### config.mk
export PLATFORM = sky130hd
export DESIGN_NAME = mips32
export DESIGN_NICKNAME = d
export VERILOG_FILES = /design/src/rtl/mips32_pkg.sv /design/src/rtl/mips32_alu.sv /design/src/rtl/mips32.sv
export SDC_FILE = /design/constraint.sdc
export NUM_CORES = 2
export LEC_CHECK = 0
export ABC_CLOCK_PERIOD_IN_PS = 10000
export BUFFER_PORTS_ARGS = -buffer_cell sky130_fd_sc_hd__buf_2
export CORE_ASPECT_RATIO = 1.5
export CORE_MARGIN = 8
export CORE_UTILIZATION = 60
export CTS_BUF_LIST = sky130_fd_sc_hd__clkbuf_8
export DETAILED_ROUTE_END_ITERATION = 6
export MAX_ROUTING_LAYER = met4
export PLACE_DENSITY = 0.79
export REMOVE_ABC_BUFFERS = 1
export SLEW_MARGIN = 15
export SYNTH_ARGS = -nofsm -noshare
export SYNTH_HDL_FRONTEND = slang
export SYNTH_SLANG_ARGS = --single-unit
### constraint.sdc
create_clock -name clk -period 10 [get_ports clk]
set_clock_uncertainty 0.15 [all_clocks]
set_input_delay 1.5 -clock clk [delete_from_list [all_inputs] [get_ports clk]]
set_output_delay 1.5 -clock clk [all_outputs]
set_load 0.03 [all_outputs]
### src/rtl/mips32_pkg.sv
// Shared decode constants for the mips32 R-type datapath.
// Optional feature: define MIPS32_SRA_EN to enable funct 0x03 (sra).
package mips32_pkg;

  localparam int DATA_W = 32;
  localparam int REG_N  = 32;

  localparam int OPCODE_MSB = 31;
  localparam int OPCODE_LSB = 26;
  localparam int RS_MSB     = 25;
  localparam int RS_LSB     = 21;
  localparam int RT_MSB     = 20;
  localparam int RT_LSB     = 16;
  localparam int RD_MSB     = 15;
  localparam int RD_LSB     = 11;
  localparam int SHAMT_MSB  = 10;
  localparam int SHAMT_LSB  = 6;
  localparam int FUNCT_MSB  = 5;
  localparam int FUNCT_LSB  = 0;

  localparam logic [5:0] OP_RTYPE = 6'h00;

  localparam logic [5:0] FN_SLL  = 6'h00;
  localparam logic [5:0] FN_SRL  = 6'h02;
  localparam logic [5:0] FN_SRA  = 6'h03;
  localparam logic [5:0] FN_ADD  = 6'h20;
  localparam logic [5:0] FN_ADDU = 6'h21;
  localparam logic [5:0] FN_SUB  = 6'h22;
  localparam logic [5:0] FN_SUBU = 6'h23;
  localparam logic [5:0] FN_AND  = 6'h24;
  localparam logic [5:0] FN_OR   = 6'h25;
  localparam logic [5:0] FN_NOR  = 6'h27;
  localparam logic [5:0] FN_SLT  = 6'h2A;
  localparam logic [5:0] FN_SLTU = 6'h2B;

  // True for every funct this build executes; anything else is a no-op.
  function automatic logic funct_supported(input logic [5:0] funct);
    logic ok;
    case (funct)
      FN_SLL, FN_SRL, FN_ADD, FN_ADDU, FN_SUB, FN_SUBU,
      FN_AND, FN_OR, FN_NOR, FN_SLT, FN_SLTU: ok = 1'b1;
`ifdef MIPS32_SRA_EN
      FN_SRA:                                 ok = 1'b1;
`endif
      default:                                ok = 1'b0;
    endcase
    return ok;
  endfunction

endpackage

### src/rtl/mips32_alu.sv
// Combinational R-type ALU; signed overflow is flagged for add/sub only.
// Optional feature: define MIPS32_SRA_EN to enable funct 0x03 (sra).
module mips32_alu
  import mips32_pkg::*;
(
  input  logic [31:0] a,
  input  logic [31:0] b,
  input  logic [4:0]  shamt,
  input  logic [5:0]  funct,
  output logic [31:0] result,
  output logic        overflow
);

  logic [31:0] sum;
  logic [31:0] diff;

  assign sum  = a + b;
  assign diff = a - b;

  always_comb begin
    result   = '0;
    overflow = 1'b0;
    case (funct)
      FN_ADD: begin
        result   = sum;
        overflow = (a[31] == b[31]) && (sum[31] != a[31]);
      end
      FN_ADDU: result = sum;
      FN_SUB: begin
        result   = diff;
        overflow = (a[31] != b[31]) && (diff[31] != a[31]);
      end
      FN_SUBU: result = diff;
      FN_AND:  result = a & b;
      FN_OR:   result = a | b;
      FN_NOR:  result = ~(a | b);
      FN_SLT:  result = {31'd0, $signed(a) < $signed(b)};
      FN_SLTU: result = {31'd0, a < b};
      FN_SLL:  result = b << shamt;
      FN_SRL:  result = b >> shamt;
`ifdef MIPS32_SRA_EN
      FN_SRA:  result = $signed(b) >>> shamt;
`endif
      default: begin
        result   = '0;
        overflow = 1'b0;
      end
    endcase
  end

endmodule

### src/rtl/mips32.sv
// Single-cycle R-type core: 32x32 register file plus mips32_alu.
// Optional feature: define MIPS32_SRA_EN to enable funct 0x03 (sra).
module mips32
  import mips32_pkg::*;
(
  input  logic        clk,
  input  logic        rst_n,
  input  logic [31:0] instruction,
  output logic [31:0] result,
  output logic        overflow
);

  logic [31:0] regs [REG_N];

  logic [5:0]  opcode;
  logic [4:0]  rs;
  logic [4:0]  rt;
  logic [4:0]  rd;
  logic [4:0]  shamt;
  logic [5:0]  funct;
  logic [31:0] rs_val;
  logic [31:0] rt_val;
  logic [31:0] alu_result;
  logic        alu_overflow;
  logic        valid;
  logic        write_en;

  assign opcode = instruction[OPCODE_MSB:OPCODE_LSB];
  assign rs     = instruction[RS_MSB:RS_LSB];
  assign rt     = instruction[RT_MSB:RT_LSB];
  assign rd     = instruction[RD_MSB:RD_LSB];
  assign shamt  = instruction[SHAMT_MSB:SHAMT_LSB];
  assign funct  = instruction[FUNCT_MSB:FUNCT_LSB];

  assign rs_val = (rs == 5'd0) ? '0 : regs[rs];
  assign rt_val = (rt == 5'd0) ? '0 : regs[rt];

  mips32_alu u_alu (
    .a        (rs_val),
    .b        (rt_val),
    .shamt    (shamt),
    .funct    (funct),
    .result   (alu_result),
    .overflow (alu_overflow)
  );

  assign valid    = (opcode == OP_RTYPE) && funct_supported(funct);
  assign result   = valid ? alu_result : '0;
  assign overflow = valid & alu_overflow;

  // Overflowing add/sub and writes to r0 are dropped; result still shows the value.
  assign write_en = valid && !overflow && (rd != 5'd0);

  // Every register resets to its own index.
  always_ff @(posedge clk or negedge rst_n) begin
    if (!rst_n) begin
      for (int i = 0; i < REG_N; i++) begin
        regs[i] <= 32'(i);
      end
    end else if (write_en) begin
      regs[rd] <= result;
    end
  end

endmodule

==> flow_metrics.env <==
export IMPL_gp_routability_congestion=1.09
export IMPL_timing_worst_setup_path_type="primary input to output port"
export IMPL_worst_path_dominant_cell_family="compound AO/OA/AOI/OAI gates"
export IMPL_placement_io_buffers=66
export IMPL_cp_data_required_time_ns=8.35
export IMPL_die_area_um2=123000
export IMPL_registers_top_by_ff_count="regs"
export IMPL_worst_setup_hold_path_clk_slew_ns=0.06
export IMPL_critPathBufInv=6
export IMPL_finish_net_count=5861
export IMPL_drt_first_iter_violations=7561
export IMPL_max_clock_freq_mhz=101
export IMPL_leakage_nw=33.7
export IMPL_mostFrequentLayoutCell="sky130_fd_sc_hd__dfrtp_1"
export IMPL_critical_path_slowest_cell="sky130_fd_sc_hd__nor3_1"
export IMPL_dpl_worst_slack_ns=0.287
export IMPL_clock_sink_count=1024
export IMPL_routed_wirelength_um=287000
export IMPL_synth_flop_cell="sky130_fd_sc_hd__dfrtp_1"
export IMPL_dp_hpwl_um=192000
export IMPL_die_w_um=289
export IMPL_post_route_cells_drive_above_1_share=0.343
export IMPL_synthesis_area_um2=67100
export IMPL_synth_cells=5771
export IMPL_yosysSeqAreaShare=0.383
export IMPL_design_portCount=67
export IMPL_num_vias=56200
export IMPL_seqPwrFrac=0.445
export IMPL_finalHoldViolCount=0
export IMPL_chipHeight_um=426
export IMPL_floorplan_rows=150
export IMPL_synth_edff_count=0
export IMPL_finalCritPeriodShare=0.988
export IMPL_remaining_design_rule_violation_count=5
export IMPL_cpPeakStageDelay_ns=0.69
export IMPL_multi_input_area_um2=37900
export IMPL_tritoncts_num_buffers=157
export IMPL_worst_setup_path_start_kind="primary input"
export IMPL_clk_root_buffer_cell="sky130_fd_sc_hd__clkbuf_8"
export IMPL_share_comb_of_total_power=0.164
export IMPL_cp_end_kind="output port"
export IMPL_cellInternalPower_mw=6.47
export IMPL_min_delay_path_class="flop to flop"
export IMPL_yosysTopAreaCell="sky130_fd_sc_hd__dfrtp_1"
export IMPL_synth_warnings=0
export IMPL_avgRoutedWirePerCell_um=39.2
export IMPL_grt_pass1_wl_um=408000
export IMPL_netSwitchingFraction=0.307
export IMPL_grt_overflow_total=0
export IMPL_finalHoldWorstSlack_ns=0.241
export IMPL_syn2layout_area_growth_pct=8.75
export IMPL_max_reg_flops=1024
export IMPL_design_power_total_mw=9.34
export IMPL_clkLatencyLatePin_ns=0.95
export IMPL_max_slew_headroom=0.130
export IMPL_syn_mean_instance_area_um2=11.6
export IMPL_critical_path_top_cell_by_count="sky130_fd_sc_hd__buf_4"
export IMPL_detail_route_vias_per_cell=7.67
export IMPL_violated_checks="design-rule violations"
export IMPL_cellPowerDensity_nw_per_um2=128
export IMPL_status="finished with violations"
export IMPL_post_route_worst_setup_slack_ns=0.118
export IMPL_clockBufferDepth=3
export IMPL_netSwitchingPower_mw=2.87
export IMPL_track_usage=0.478
export IMPL_floorplan_core_area_um2=111000
export IMPL_timing_critical_path_arrival_ns=8.23
export IMPL_largest_cells_by_area_after_synthesis="sky130_fd_sc_hd__dfrtp_1 (35%), sky130_fd_sc_hd__mux2_2 (13%), sky130_fd_sc_hd__mux4_2 (11%)"
export IMPL_synth_async_sr_flop_share=1.00
export IMPL_final_cell_mix="sky130_fd_sc_hd__dfrtp_1 (944), sky130_fd_sc_hd__mux2_2 (795), sky130_fd_sc_hd__mux2i_1 (575), sky130_fd_sc_hd__mux4_2 (331), sky130_fd_sc_hd__inv_1 (283)"
export IMPL_final_max_slew_viol_count=0
export IMPL_sequential_cell_area_um2=25700
export IMPL_post_synthesis_sequential_element_count=1024
export IMPL_synth_distinct_cells=112
export IMPL_first_global_vias=56700
export IMPL_critical_path_cell_chain="buf_2, buf_4, buf_4, nand2_1, nand2_1, a22o_1, nor3_1, nor3_1, ha_1, o21a_1, o21ai_0, a211oi_1, a311oi_1, buf_4, a211oi_2, or4_1, a31oi_1, buf_4, o31ai_1, a21oi_1, o32ai_4, a21oi_1, buf_2"
export IMPL_power_ir_vdd_worst_mv=0.160
export IMPL_number_of_fillers_in_the_final_layout=8310
export IMPL_cts_max_level=4
export IMPL_clkPwrFrac=0.391
export IMPL_maxCapViolations=0
export IMPL_max_slew_worst_pin_slew_ns=1.30
export IMPL_holdBufCountCts=0
export IMPL_final_period_minus_worst_setup_slack_ns=9.88
export IMPL_setup_violations_final=0
export IMPL_final_setup_tns_ns=0
export IMPL_rsz0062_at_grt="false"
export IMPL_synthDominantCellAreaShare=0.352
export IMPL_start_util=0.603
export IMPL_grt_max_degree=168
export IMPL_cts_tree="yes"
export IMPL_critPathMaxFanout=18
export IMPL_reg_largest_list="regs x1024"
export IMPL_grt_antenna_before_repair=24
export IMPL_ant_nets_after_route=0
export IMPL_drt_pass1_iter_count=7
[stage by stage]
stage                     cells  utilization  instance area, µm²
after global routing       7327        0.656               73000
after detailed placement   7025        0.626               69600
after global placement     7025        0.626               69600
after CTS                  7311        0.655               72900
after floorplan            5198            -               64100
final                      7330        0.656               73000
[routing by layer]
layer,vias up,global-route usage,share of wire
met4,0,0.456,0.12
li1,21900,-,-
met3,1651,0.138,0.11
met2,4536,0.693,0.44
met5,-,-,0
met1,28200,0.521,0.33
[power groups by stage]
stage	sequential (mW)	combinational, mW	clock, mW
after floorplan	4.23	0.673	0
after global placement	4.23	1.45	0
after detailed placement	4.23	1.46	0
after CTS	4.15	1.46	3.65
after global routing	4.15	1.57	3.84
final	4.15	1.53	3.66
[cell usage after synthesis (17+ instances only)]
cell	instances
sky130_fd_sc_hd__mux2_2	795
sky130_fd_sc_hd__buf_4	48
sky130_fd_sc_hd__mux2_4	27
sky130_fd_sc_hd__a2111oi_0	35
sky130_fd_sc_hd__nand4_1	60
sky130_fd_sc_hd__nor2b_1	18
sky130_fd_sc_hd__o21ai_0	101
sky130_fd_sc_hd__ha_1	85
sky130_fd_sc_hd__o211ai_1	27
sky130_fd_sc_hd__nand3_1	102
sky130_fd_sc_hd__a32oi_1	17
sky130_fd_sc_hd__nor4_1	24
sky130_fd_sc_hd__o22ai_1	54
sky130_fd_sc_hd__nand2b_1	28
sky130_fd_sc_hd__nor3_1	92
sky130_fd_sc_hd__a22oi_1	194
sky130_fd_sc_hd__buf_1	37
sky130_fd_sc_hd__clkbuf_1	331
sky130_fd_sc_hd__mux2_1	61
sky130_fd_sc_hd__dfstp_2	80
sky130_fd_sc_hd__a22o_1	40
sky130_fd_sc_hd__buf_2	74
sky130_fd_sc_hd__a21o_1	26
sky130_fd_sc_hd__nor2_1	205
sky130_fd_sc_hd__o22a_1	28
sky130_fd_sc_hd__nand2_1	261
sky130_fd_sc_hd__or3_1	29
sky130_fd_sc_hd__o221ai_1	18
sky130_fd_sc_hd__dfrtp_1	944
sky130_fd_sc_hd__buf_6	79
sky130_fd_sc_hd__and2_1	23
sky130_fd_sc_hd__xnor2_1	24
sky130_fd_sc_hd__and3_1	33
sky130_fd_sc_hd__or2_2	20
sky130_fd_sc_hd__mux2i_1	575
sky130_fd_sc_hd__a21oi_1	178
sky130_fd_sc_hd__a31oi_1	88
sky130_fd_sc_hd__a211oi_1	42
sky130_fd_sc_hd__inv_1	222
sky130_fd_sc_hd__mux4_2	331
[final cells by class]
type,count,area share
flip-flops and latches,1024,0.352
clock inverters,90,0.00739
diodes,18,0.000617
inverters,231,0.0119
repair buffers,384,0.0468
multi-input cells,3943,0.519
clock buffers,196,0.0370
well taps,1444,0.0248
[path summary, 6_finish.rpt]
check | start | to | slack (ns) | cells past startpoint
hold / removal | regs[1011] | regs[1011] | 0.24 | 0
setup reg to reg | regs[580] | regs[948] | 2.30 | 20
hold reg to reg | regs[1011] | regs[1011] | 0.24 | 0
setup / recovery | instruction[24] | result[30] | 0.12 | 23
min in group asynchronous | rst_n | regs[380] | 0.49 | 1
max in group asynchronous | rst_n | regs[511] | 6.92 | 3
[timing repair]
action,4_1_cts,5_1_grt
buffers inserted,0,0
setup endpoints to repair,0,3
resized for setup,0,5
[kinds of logic after synthesis]
kind of cell / count (synthesis) / synth area share
buffers and inverters: 804 / 0.0584
flip-flops: 1024 / 0.383
AO/OA/AOI/OAI: 1058 / 0.113
AND/OR/NAND/NOR: 975 / 0.0778
multiplexers: 1789 / 0.347
XOR/XNOR: 35 / 0.00457
adder cells (fa/ha/maj): 86 / 0.0161
(Power assumes the default switching activity.)
